[config.mk]
export PLATFORM = sky130hd
export DESIGN_NAME = alu_arbiter
export DESIGN_NICKNAME = d
export VERILOG_FILES = /design/src/rtl/alu_ctrl_pkg.sv /design/src/rtl/rr_arb2.sv /design/src/rtl/alu_arbiter.sv
export SDC_FILE = /design/constraint.sdc
export NUM_CORES = 1
export LEC_CHECK = 0
export ABC_AREA = 1
export CORE_MARGIN = 10
export CORE_UTILIZATION = 39
export CTS_CLUSTER_DIAMETER = 30
export DETAILED_ROUTE_END_ITERATION = 8
export GPL_TIMING_DRIVEN = 0
export PLACE_DENSITY = 0.81
export SKIP_CTS_REPAIR_TIMING = 1
export SLEW_MARGIN = 15
export SYNTH_ARGS = -nofsm -noshare
export SYNTH_HDL_FRONTEND = slang
export SYNTH_HIERARCHICAL = 1
export SYNTH_SLANG_ARGS = --single-unit
[constraint.sdc]
create_clock -name clk -period 1.5 [get_ports clk]
set_input_delay 0.15 -clock clk [delete_from_list [all_inputs] [get_ports clk]]
set_output_delay 0.15 -clock clk [all_outputs]
set_load 0.05 [all_outputs]
[src/rtl/alu_ctrl_pkg.sv]
// Shared ALU control definitions: widths, opcodes, arbiter state and request payload.
package alu_ctrl_pkg;

  localparam int unsigned WIDTH = 16;
  localparam int unsigned OP_W  = 4;

  localparam logic [OP_W-1:0] OP_ADD = OP_W'(0);
  localparam logic [OP_W-1:0] OP_AND = OP_W'(1);
  localparam logic [OP_W-1:0] OP_OR  = OP_W'(2);
  localparam logic [OP_W-1:0] OP_SHL = OP_W'(3);
  localparam logic [OP_W-1:0] OP_SHR = OP_W'(4);
  localparam logic [OP_W-1:0] OP_SUB = OP_W'(5);
  localparam logic [OP_W-1:0] OP_MAX = OP_W'(5);

  typedef enum logic [1:0] {
    ST_IDLE = 2'd0,
    ST_EXEC = 2'd1,
    ST_RESP = 2'd2
  } state_t;

  // One operation as presented by a requester
  typedef struct packed {
    logic [OP_W-1:0]  op;
    logic [WIDTH-1:0] a;
    logic [WIDTH-1:0] b;
  } alu_req_t;

  // Opcodes above OP_MAX have no ALU meaning
  function automatic logic op_illegal(input logic [OP_W-1:0] op);
    return op > OP_MAX;
  endfunction

endpackage

[src/rtl/rr_arb2.sv]
// Two-input round-robin grant; the pointer only matters when both inputs are valid.
module rr_arb2 (
  input  logic [1:0] valid,
  input  logic       ptr,
  output logic [1:0] gnt,
  output logic       gnt_idx
);

  // Contested requests go to the pointer, otherwise the lone valid wins
  always_comb begin
    gnt     = 2'b00;
    gnt_idx = 1'b0;
    if (valid == 2'b11) begin
      gnt = ptr ? 2'b10 : 2'b01;
    end else begin
      gnt = valid;
    end
    gnt_idx = gnt[1];
  end

endmodule

[src/rtl/alu_arbiter.sv]
// Shares one external combinational ALU between two requesters with round-robin
// arbitration, registered ALU operands and a registered, ID-tagged response.
module alu_arbiter
  import alu_ctrl_pkg::*;
(
  input  logic              clk,
  input  logic              rst_n,
  input  logic              req0_valid,
  output logic              req0_ready,
  input  logic [OP_W-1:0]   req0_op,
  input  logic [WIDTH-1:0]  req0_a,
  input  logic [WIDTH-1:0]  req0_b,
  input  logic              req1_valid,
  output logic              req1_ready,
  input  logic [OP_W-1:0]   req1_op,
  input  logic [WIDTH-1:0]  req1_a,
  input  logic [WIDTH-1:0]  req1_b,
  output logic [WIDTH-1:0]  alu_a,
  output logic [WIDTH-1:0]  alu_b,
  output logic [OP_W-1:0]   alu_op,
  input  logic [WIDTH-1:0]  alu_r,
  input  logic              alu_cout,
  output logic              rsp_valid,
  input  logic              rsp_ready,
  output logic              rsp_id,
  output logic [WIDTH-1:0]  rsp_r,
  output logic              rsp_cout,
  output logic              rsp_zero,
  output logic              rsp_error
);

  state_t     state_q;
  state_t     state_d;
  logic       ptr_q;
  logic [1:0] gnt;
  logic       gnt_idx;
  logic       accept;
  logic       capture;
  logic       rsp_done;
  alu_req_t   req_sel;
  logic       op_bad;

  rr_arb2 u_arb (
    .valid   ({req1_valid, req0_valid}),
    .ptr     (ptr_q),
    .gnt     (gnt),
    .gnt_idx (gnt_idx)
  );

  // Payload of whichever requester holds the grant
  always_comb begin
    req_sel = gnt_idx ? alu_req_t'{op: req1_op, a: req1_a, b: req1_b}
                      : alu_req_t'{op: req0_op, a: req0_a, b: req0_b};
  end

  // State register
  always_ff @(posedge clk or negedge rst_n) begin
    if (!rst_n) begin
      state_q <= ST_IDLE;
    end else begin
      state_q <= state_d;
    end
  end

  // Next state and per-cycle control strobes
  always_comb begin
    state_d  = state_q;
    accept   = 1'b0;
    capture  = 1'b0;
    rsp_done = 1'b0;
    unique case (state_q)
      ST_IDLE: begin
        if (|gnt) begin
          accept  = 1'b1;
          state_d = ST_EXEC;
        end
      end
      ST_EXEC: begin
        capture = 1'b1;
        state_d = ST_RESP;
      end
      ST_RESP: begin
        if (rsp_ready) begin
          rsp_done = 1'b1;
          state_d  = ST_IDLE;
        end
      end
      default: state_d = ST_IDLE;
    endcase
  end

  // Readies are only ever raised in IDLE, towards the granted requester
  assign req0_ready = accept & gnt[0];
  assign req1_ready = accept & gnt[1];

  assign op_bad = op_illegal(alu_op);

  // Operand latches, response capture and round-robin pointer
  always_ff @(posedge clk or negedge rst_n) begin
    if (!rst_n) begin
      alu_a     <= '0;
      alu_b     <= '0;
      alu_op    <= '0;
      rsp_valid <= 1'b0;
      rsp_id    <= 1'b0;
      rsp_r     <= '0;
      rsp_cout  <= 1'b0;
      rsp_zero  <= 1'b0;
      rsp_error <= 1'b0;
      ptr_q     <= 1'b0;
    end else begin
      if (accept) begin
        alu_a  <= req_sel.a;
        alu_b  <= req_sel.b;
        alu_op <= req_sel.op;
        rsp_id <= gnt_idx;
      end
      if (capture) begin
        rsp_valid <= 1'b1;
        rsp_r     <= op_bad ? '0 : alu_r;
        rsp_cout  <= (alu_op == OP_ADD) & alu_cout;
        rsp_zero  <= op_bad | (alu_r == '0);
        rsp_error <= op_bad;
      end
      if (rsp_done) begin
        rsp_valid <= 1'b0;
        ptr_q     <= ~rsp_id;
      end
    end
  end

endmodule

==> results of run 1 <==
==> worst max-delay path, stage by stage, from the launching register on <==
cell and delay (ps):
dfrtp_1 390, nand3_2 80, nand2_2 80, buf_6 100, inv_4 30, a21oi_4 250, buf_4 180, clkbuf_16 130
buf_4 100, o211ai_1 90, nand2_1 70
==> layer usage <==
metal | GRT usage | up-vias | wire length (µm)
met3 | 0.0762 | 8 | 895
met1 | 0.183 | 1399 | 4350
met5 | 0 | - | 0
li1 | - | 1421 | -
met4 | 0.0431 | 0 | 56
met2 | 0.290 | 129 | 5250
==> stage by stage <==
step / setup slack (ps) / instances / total power, mW
floorplan: 57.7 / 325 / 6.92
global placement: -1720 / 573 / 9.15
detailed placement: -581 / 574 / 9.30
CTS: -641 / 590 / 10.6
global route: -168 / 613 / 12.3
finish: -57.3 / 613 / 11.6
==> where the power goes <==
| part | switching (mW) | total (mW) | leakage (nW) | internal, mW |
|---|---|---|---|---|
| clock | 0.662 | 1.25 | 0.0848 | 0.589 |
| combinational | 4.64 | 7.50 | 2.16 | 2.86 |
| sequential | 0.506 | 2.89 | 0.742 | 2.38 |
==> synth_stat cells <==
library cell	number	area, µm²
or2_2	10	62.6
nand3_1	3	15.0
buf_2	4	20.0
inv_2	2	7.51
o211ai_1	34	255
nor3b_4	1	18.8
nor2_1	15	56.3
a21oi_2	1	8.76
a21oi_1	2	10.0
nand2_2	2	12.5
inv_4	1	6.26
buf_6	5	56.3
o21ai_0	5	25.0
clkbuf_1	8	30.0
or2_1	2	12.5
nand2_1	140	526
inv_1	6	22.5
dfrtp_1	60	1500
or2_0	22	138
nor3_1	1	5.00
buf_4	1	7.51
==> kinds of logic (layout without fill, tap and decap cells) <==
group           after synthesis  count (layout)  synth area share
simple gates                196             196             0.302
buf+inv                      27             219            0.0537
flops                        60              60             0.537
compound gates               42              42             0.107
==> final timing paths <==
path / startpoint / to / slack (ps) / depth (start not counted)
min in group clk: alu_r[2] / rsp_r[2] / 380 / 3
setup reg to reg: ptr_q / alu_op[1] / -60 / 10
max in group asynchronous: rst_n / rsp_id / 860 / 3
setup / recovery: ptr_q / alu_op[1] / -60 / 10
hold / removal: rst_n / rsp_r[2] / 160 / 2
hold reg to reg: alu_a[1] / alu_a[1] / 470 / 2
==> cell type report <==
cell class / instances / share of cell area
Timing Repair inverter: 1 / 0.00118
Clock buffer: 9 / 0.0235
Clock inverter: 7 / 0.00829
Buffer: 18 / 0.0382
Sequential cell: 60 / 0.284
Tap cell: 96 / 0.0227
Inverter: 9 / 0.00924
Multi-Input combinational cell: 238 / 0.241
Timing Repair Buffer: 175 / 0.372
==> registers in the layout, summed over array words and instances (netlist names) <==
name,flops
alu_a,16
alu_b,16
alu_op,4
ptr_q,1
rsp_cout,1
rsp_error,1
rsp_id,1
rsp_r,16
rsp_valid,1
rsp_zero,1
state_q,2
==> cell usage in the layout (no fill, tap or decap), types with 3 or more instances in the layout <==
cell type        synthesis  layout
clkbuf_8                 0       9
buf_2                    4       3
o211ai_1                34      34
nand2_2                  2      31
dlymetal6s2s_1           0      57
clkbuf_16                0       6
nand2_1                140     106
clkdlybuf4s50_1          0      92
dfrtp_1                 60      60
nor2_1                  15      14
buf_6                    5       9
nand2_4                  0       5
or2_2                   10      10
or2_0                   22      22
buf_4                    1      11
clkinv_2                 0       4
o21ai_0                  5       4
buf_8                    0       8
inv_1                    6       5
==> summary.txt, run 1 <==
STA
  • Fmax: 642 MHz
  • Tmin final: 1560 ps
  • Final worst path period share: 1.04
  • Setup TNS: -1050 ps
  • Hold slack: 164 ps
  • Setup ws final: -57.3 ps
  • Worst Tran Pin Value: 556 ps
  • RSZ-0062 raised after global routing: true
  • Slew HR: 0.629
  • Hold Vio Cnt, Final: 0
  • # setup viols final: 31
  • Skew final: 8.34 ps
  • Max-slew violation total from the final report: 0

Global route
  • Largest net degree at the start of global routing: 58
  • Vias in the first global route: 2,964
  • Total gr overflow: 0
  • Overall Global Routing Usage: 0.168
  • First-pass GRT wire length: 15.0 mm
  • Antenna violations before repair: 0

Floorplanning
  • Die outline height: 105 µm
  • # rows: 30
  • Core area: 6870 µm²
  • Die area: 11,000 µm²
  • Starting Density: 0.407
  • Die Width: 105 µm
  • Top Ports: 153

Clock tree
  • Clk buf depth: 2
  • CTS tree: yes
  • Latest clock arrival within the worst-skew pair: 330 ps
  • CTS buffer count: 9
  • Root Driver: clkbuf_8
  • H-tree depth: 3
  • Clk sinks: 60
  • CTS clk-pin slew, worst paths: 80 ps

Run
  • Max-cap viol count: 0

Route
  • DR pass1 iterations: 4
  • DRC Markers: 0
  • Final WL: 10.6 mm
  • Post-DR vias/cell: 4.82
  • First DRT Iteration DRCs: 94
  • Routed wire per std cell: 17.2 µm
  • Post-DRT Antenna Nets: 0
  • Total number of vias: 2,957

Placed design
  • Post-DP Area: 4460 µm²
  • RD Place Congestion: 0.737
  • DP HPWL: 7.52 mm
  • Port bufs: 152

Logic synthesis
  • Net Count, Synth: 419
  • Mapped Cells: 325
  • Ys Warns: 6
  • Register area share after synthesis: 0.537
  • Yosys cell types: 21
  • Syn_area_per_cell: 8.60 µm²
  • Cell area after synthesis: 2800 µm²
  • #FFs+latches synth: 60

Power
  • P_leak: 2.99 nW
  • PD cells: 2210 nW/µm²
  • Peak supply drop: 1.64 mV

Critical path
  • Critical Path Start Type: register
  • Crit Path Max Fanout: 5
  • Critical Path AT: 1830 ps
  • Crit end category: register
  • Kind of critical path: register to register
  • Worst EP required: 1770 ps

Layout
  • Total area of sequential cells: 1500 µm²
  • Fill count: 460
  • Layout cells sized above 1: 0.217
  • Area of the multi-input gates: 1270 µm²
  • Layout Utilization: 0.769
  • Final net count: 606
  • Area Overhead vs Synth: 88.8%
  • Final instance area: 5280 µm²
  • Antenna Cells: 0

Hold path
  • Worst min-delay path class: primary input to asynchronous set/reset pin

Run status
  • Failing checks: negative setup slack
  • Outcome: complete, but fails checks
Power figures use the tool's default switching activity.
==> run 2, diff against run 1 <==
ABC_AREA = 0   (was 1)
CORE_UTILIZATION = 38   (was 39)
PLACE_DENSITY = 0.8   (was 0.81)
==> summary.txt, run 2 <==
Run status
  • Outcome: complete, but fails checks
  • Failing checks: negative setup slack

Logic synthesis
  • Synth area leader: dfrtp_1
  • Net Count, Synth: 286
  • Multiplexer area fraction after synthesis: 0.302
  • Synth top area cells: dfrtp_1 (55%), mux2_2 (30%), a22o_1 (5.1%)
  • Ys Warns: 6
  • Register area share after synthesis: 0.551
  • Combinational family with the most area after synthesis: multiplexers
  • Synth Area in Compound Gates: 0.0772
  • #FFs+latches synth: 60
  • Share of the synthesized area in the top cell type: 0.551
  • Syn_area_per_cell: 14.2 µm²
  • Post-synth EDFFs: 0
  • Post-synthesis adder-cell area fraction: 0
  • Asr flop ratio synth: 1.00
  • Yosys cell types: 22
  • Count leader, synth: mux2_2
  • Mapped Cells: 192
  • Synth Area in XOR/XNOR: 0
  • Cell area after synthesis: 2720 µm²
  • Synth top cells by count: mux2_2 (73), dfrtp_1 (60), a22o_1 (16)
  • Primary FF master, synth: dfrtp_1
  • Simple-Gate Fraction of Synth Area: 0.0386

Clock tree
  • Latest clock arrival within the worst-skew pair: 320 ps
  • CTS clk-pin slew, worst paths: 70 ps
  • CTS tree: yes
  • Clk buf depth: 2
  • CTS buffer count: 9
  • Root Driver: clkbuf_8
  • H-tree depth: 3
  • Clk sinks: 60

Global route
  • Vias in the first global route: 2,430
  • Overall Global Routing Usage: 0.149
  • Total gr overflow: 0
  • Largest net degree at the start of global routing: 61
  • Antenna violations before repair: 0
  • First-pass GRT wire length: 13.1 mm

Critical path
  • Worst Reg-to-Reg Cells: 7
  • Crit Path Max Fanout: 10
  • Kind of critical path: register to register
  • Worst r2r src: ptr_q
  • Crit end category: register
  • Critical Path Start Type: register
  • Critical Path AT: 1970 ps
  • Reg2Reg Setup Slack: -250 ps
  • Worst EP required: 1710 ps
  • Worst flop-to-flop path endpoint: alu_a[1]

STA
  • Setup ws final: -254 ps
  • Slew HR: 0.491
  • Hold slack: 394 ps
  • RSZ-0062 raised after global routing: true
  • Worst Tran Pin Value: 763 ps
  • Skew final: 9.33 ps
  • Fmax: 570 MHz
  • Setup TNS: -8160 ps
  • Tmin final: 1750 ps
  • Final worst path period share: 1.17
  • # setup viols final: 39
  • Max-slew violation total from the final report: 0
  • Hold Vio Cnt, Final: 0

Route
  • Routed wire per std cell: 19.9 µm
  • DR pass1 iterations: 4
  • Final WL: 9.36 mm
  • First DRT Iteration DRCs: 73
  • Post-DRT Antenna Nets: 0
  • DRC Markers: 0
  • Total number of vias: 2,286
  • Post-DR vias/cell: 4.85

Placed design
  • DP HPWL: 6.52 mm
  • Port bufs: 152
  • Dpl cells: 440
  • Dpl ws: -668 ps
  • RD Place Congestion: 0.701

Power
  • Pint: 6.25 mW
  • P_leak: 2.78 nW
  • Switching pwr: 5.08 mW
  • Clock power share: 0.124
  • Comb pwr share: 0.625
  • Peak supply drop: 1.25 mV
  • Reg power frac: 0.251
  • Switching fraction of total power: 0.448
  • PD cells: 2210 nW/µm²

Floorplanning
  • # rows: 30
  • Core area: 6870 µm²
  • Top Ports: 153
  • Die area: 11,000 µm²
  • Die Width: 105 µm
  • Starting Density: 0.397
  • Die outline height: 105 µm

Layout
  • Total area of sequential cells: 1500 µm²
  • Final cell count without fillers: 471
  • Final net count: 464
  • Area Overhead vs Synth: 88.7%
  • Layout cells sized above 1: 0.336
  • Commonest non-fill, non-tap cell in the layout: clkdlybuf4s50_1
  • Most frequent cells in the layout: clkdlybuf4s50_1 (92), dfrtp_1 (60), dlymetal6s2s_1 (57)
  • Biggest regs: alu_a: 16 flops, alu_b: 16 flops, rsp_r: 16 flops
  • Fill count: 461
  • Area of the multi-input gates: 1320 µm²
  • Layout Utilization: 0.748
  • Antenna Cells: 0

Hold path
  • Worst hold path depth: 3
  • Worst hold start: alu_cout
  • Worst min-delay path class: primary input to register
  • Worst hold path endpoint: rsp_cout

Run
  • Max-cap viol count: 0
[run 2: cell count changes after synthesis, sizes merged, moves of 13 or more]
cell / previous run / this run
or2: 34 / 0
mux2: 0 / 73
nor2: 15 / 2
a22o: 0 / 16
nand2: 142 / 3
o211ai: 34 / 0
[run 2: logic make-up after synthesis]
group	count (synthesis)
muxes	73
DFF	60
AOI/OAI and AO/OA	26
and+or+nand+nor	18
buffers and inverters	15
[run 2: how the worst max path moves through the flow]
stage                     slack [ps]  depth (start not counted)        from    endpoint
final                           -250                          7       ptr_q    alu_a[1]
after global routing            -320                          8       ptr_q   alu_op[3]
after CTS                       -740                          5       ptr_q  req1_ready
after detailed placement        -670                          8  req1_valid   alu_a[11]
after global placement         -1630                          1       rst_n    rsp_r[1]
after floorplan                 -150                          8       ptr_q    alu_a[0]
[run 2: power groups by stage]
stage | Clock, mW | Combinational (mW) | Sequential (mW)
5_1_grt | 1.52 | 7.39 | 2.94
6_report | 1.40 | 7.08 | 2.85
3_3_place_gp | 0 | 6.14 | 2.80
3_5_place_dp | 0 | 6.22 | 2.85
4_1_cts | 1.44 | 6.23 | 2.83
2_1_floorplan | 0 | 1.66 | 5.21
[run 2: per-stage QoR]
step / instance area, µm² / power, mW
finish: 5140 / 11.3
detailed placement: 4390 / 9.07
CTS: 4580 / 10.5
global route: 5140 / 11.9
global placement: 4390 / 8.95
floorplan: 2750 / 6.87
[run 2: cell type report]
type	count	share of cell area
Tap cell	96	0.0234
Inverter	3	0.00219
Buffer	12	0.0295
Timing Repair Buffer	167	0.358
Multi-Input combinational cell	117	0.258
Clock inverter	7	0.0131
Clock buffer	9	0.0241
Sequential cell	60	0.292
[run 2: routing by layer]
metal	part of all wire	up-vias	track usage
met5	0	-	0
met4	0.0046	0	0.0441
met3	0.061	4	0.0522
met2	0.51	90	0.255
met1	0.43	1126	0.170
li1	-	1066	-
[run 2: worst max-delay path, cell delays in order (launching register included)]
cell and delay, ps:
dfrtp_1 400, inv_2 50, a21boi_2 160, buf_4 140
buf_12 130, buf_8 150, mux2_2 360, mux2_4 260
==> run 3, diff against run 2 <==
PLACE_DENSITY = 0.85   (was 0.8)
==> summary.txt, run 3 (synthesis results as in run 2) <==
Run status
  • Outcome: complete, but fails checks
  • Failing checks: negative setup slack

Clock tree
  • Clk buf depth: 2
  • CTS buffer count: 9
  • CTS clk-pin slew, worst paths: 70 ps
  • CTS tree: yes
  • H-tree depth: 3
  • Latest clock arrival within the worst-skew pair: 320 ps
  • Clk sinks: 60
  • Root Driver: clkbuf_8

Global route
  • Total gr overflow: 0
  • Overall Global Routing Usage: 0.152
  • Antenna violations before repair: 0
  • Largest net degree at the start of global routing: 61
  • First-pass GRT wire length: 13.6 mm
  • Vias in the first global route: 2,520

Floorplanning
  • Die Width: 105 µm
  • Starting Density: 0.397
  • Core area: 6870 µm²
  • Die area: 11,000 µm²
  • Die outline height: 105 µm
  • # rows: 30
  • Top Ports: 153

STA
  • Slew HR: 0.497
  • Hold Vio Cnt, Final: 0
  • Fmax: 580 MHz
  • Hold slack: 408 ps
  • Worst Tran Pin Value: 755 ps
  • Final worst path period share: 1.15
  • # setup viols final: 39
  • Tmin final: 1720 ps
  • RSZ-0062 raised after global routing: true
  • Skew final: 13.0 ps
  • Setup ws final: -224 ps
  • Max-slew violation total from the final report: 0

Route
  • Final WL: 9.30 mm
  • DRC Markers: 0
  • DR pass1 iterations: 4
  • Routed wire per std cell: 20.0 µm
  • Post-DR vias/cell: 4.90
  • Total number of vias: 2,282
  • First DRT Iteration DRCs: 65
  • Post-DRT Antenna Nets: 0

Layout
  • Final cell count without fillers: 466
  • Final net count: 461
  • Biggest regs: alu_a: 16 flops, alu_b: 16 flops, rsp_r: 16 flops
  • Commonest non-fill, non-tap cell in the layout: clkdlybuf4s50_1
  • Most frequent cells in the layout: clkdlybuf4s50_1 (92), dfrtp_1 (60), dlymetal6s2s_1 (57)
  • Area Overhead vs Synth: 85.9%
  • Antenna Cells: 0
  • Layout cells sized above 1: 0.322
  • Fill count: 468
  • Total area of sequential cells: 1500 µm²
  • Area of the multi-input gates: 1290 µm²

Critical path
  • Crit path buffers/inverters: 4
  • Worst EP required: 1700 ps
  • Critical Path AT: 1920 ps
  • Reg2Reg Setup Slack: -220 ps
  • Kind of critical path: register to register
  • Crit path cell chain: inv_1 -> a21boi_2 -> buf_4 -> nor2_4 -> nor3_4 -> buf_6 -> buf_6 -> mux2_2
  • Worst flop-to-flop path endpoint: alu_b[1]
  • Crit end category: register
  • Worst r2r src: ptr_q
  • CP delay by family, top: buffers and inverters
  • Slowest cell on crit path: dfrtp_1
  • Crit-path most repeated cell: buf_6
  • Critical Path Start Type: register
  • Worst stage delay on the critical path: 370 ps
  • Worst Reg-to-Reg Cells: 8
  • Crit Path Max Fanout: 7

Power
  • Clock power share: 0.126
  • Peak supply drop: 1.25 mV
  • PD cells: 2230 nW/µm²
  • Switching fraction of total power: 0.442
  • P_leak: 2.72 nW
  • Comb pwr share: 0.623
  • Pint: 6.30 mW
  • Switching pwr: 5.00 mW
  • Reg power frac: 0.251

Run
  • Max-cap viol count: 0

Placed design
  • Dpl ws: -654 ps
  • Dpl cells: 440
  • Port bufs: 152
  • DP HPWL: 6.67 mm
  • RD Place Congestion: 0.734

Hold path
  • Worst hold start: alu_cout
  • Worst hold path endpoint: rsp_cout
  • Worst hold path depth: 3
  • Worst min-delay path class: primary input to register
==> run 3: cell count changes in the layout (fill, tap and decap cells not counted), sizes merged <==
cell and change:
clkbuf +2, clkinv -2, buf -2, clkinvlp -3
==> run 3: worst max-delay path by stage <==
stage | startpoint | end | slack, ps | cells after the start
2_1_floorplan | ptr_q | alu_a[0] | -150 | 8
3_3_place_gp | rst_n | rsp_r[1] | -1680 | 1
3_5_place_dp | req1_valid | alu_a[8] | -650 | 8
4_1_cts | ptr_q | req1_ready | -710 | 5
5_1_grt | ptr_q | alu_b[1] | -290 | 8
6_report | ptr_q | alu_b[1] | -220 | 8
==> run 3: power groups by stage <==
stage          logic (mW)  registers (mW)  clock network (mW)
2_1_floorplan        1.66            5.21                   0
3_3_place_gp         6.13            2.81                   0
3_5_place_dp         6.21            2.85                   0
4_1_cts              6.23            2.83                1.46
5_1_grt              7.35            2.94                1.53
6_report             7.04            2.83                1.43
==> run 3: per-stage QoR <==
stage | setup TNS (ps) | utilization | total power, mW | area [µm²]
global route | -9450 | 0.737 | 11.8 | 5060
finish | -6480 | 0.737 | 11.3 | 5060
global placement | -120490 | 0.639 | 8.94 | 4390
detailed placement | -22710 | 0.638 | 9.06 | 4390
CTS | -22710 | 0.666 | 10.5 | 4580
floorplan | -3280 | - | 6.87 | 2750
==> run 3: layer usage <==
metal / share of wire / global-route usage / routed length, µm
met1: 0.42 / 0.174 / 3870
met2: 0.50 / 0.254 / 4610
met4: 0.014 / 0.0461 / 127
met5: 0 / 0 / 0
met3: 0.075 / 0.0645 / 701
==> run 3: layout make-up <==
class | count | area share
plain buffers | 12 | 0.0284
well taps | 96 | 0.0237
inverters | 3 | 0.00222
multi-input cells | 117 | 0.254
clock buffers | 12 | 0.0306
repair buffers | 164 | 0.358
flip-flops and latches | 60 | 0.297
clock inverters | 2 | 0.00692
==> run 3: worst reg2reg max path, delay by kind of cell, from the launching register on <==
kind,cells,cell delay [ps]
DFF,1,370
buffers and inverters,4,550
muxes,1,330
AOI/OAI and AO/OA,1,160
and+or+nand+nor,2,200
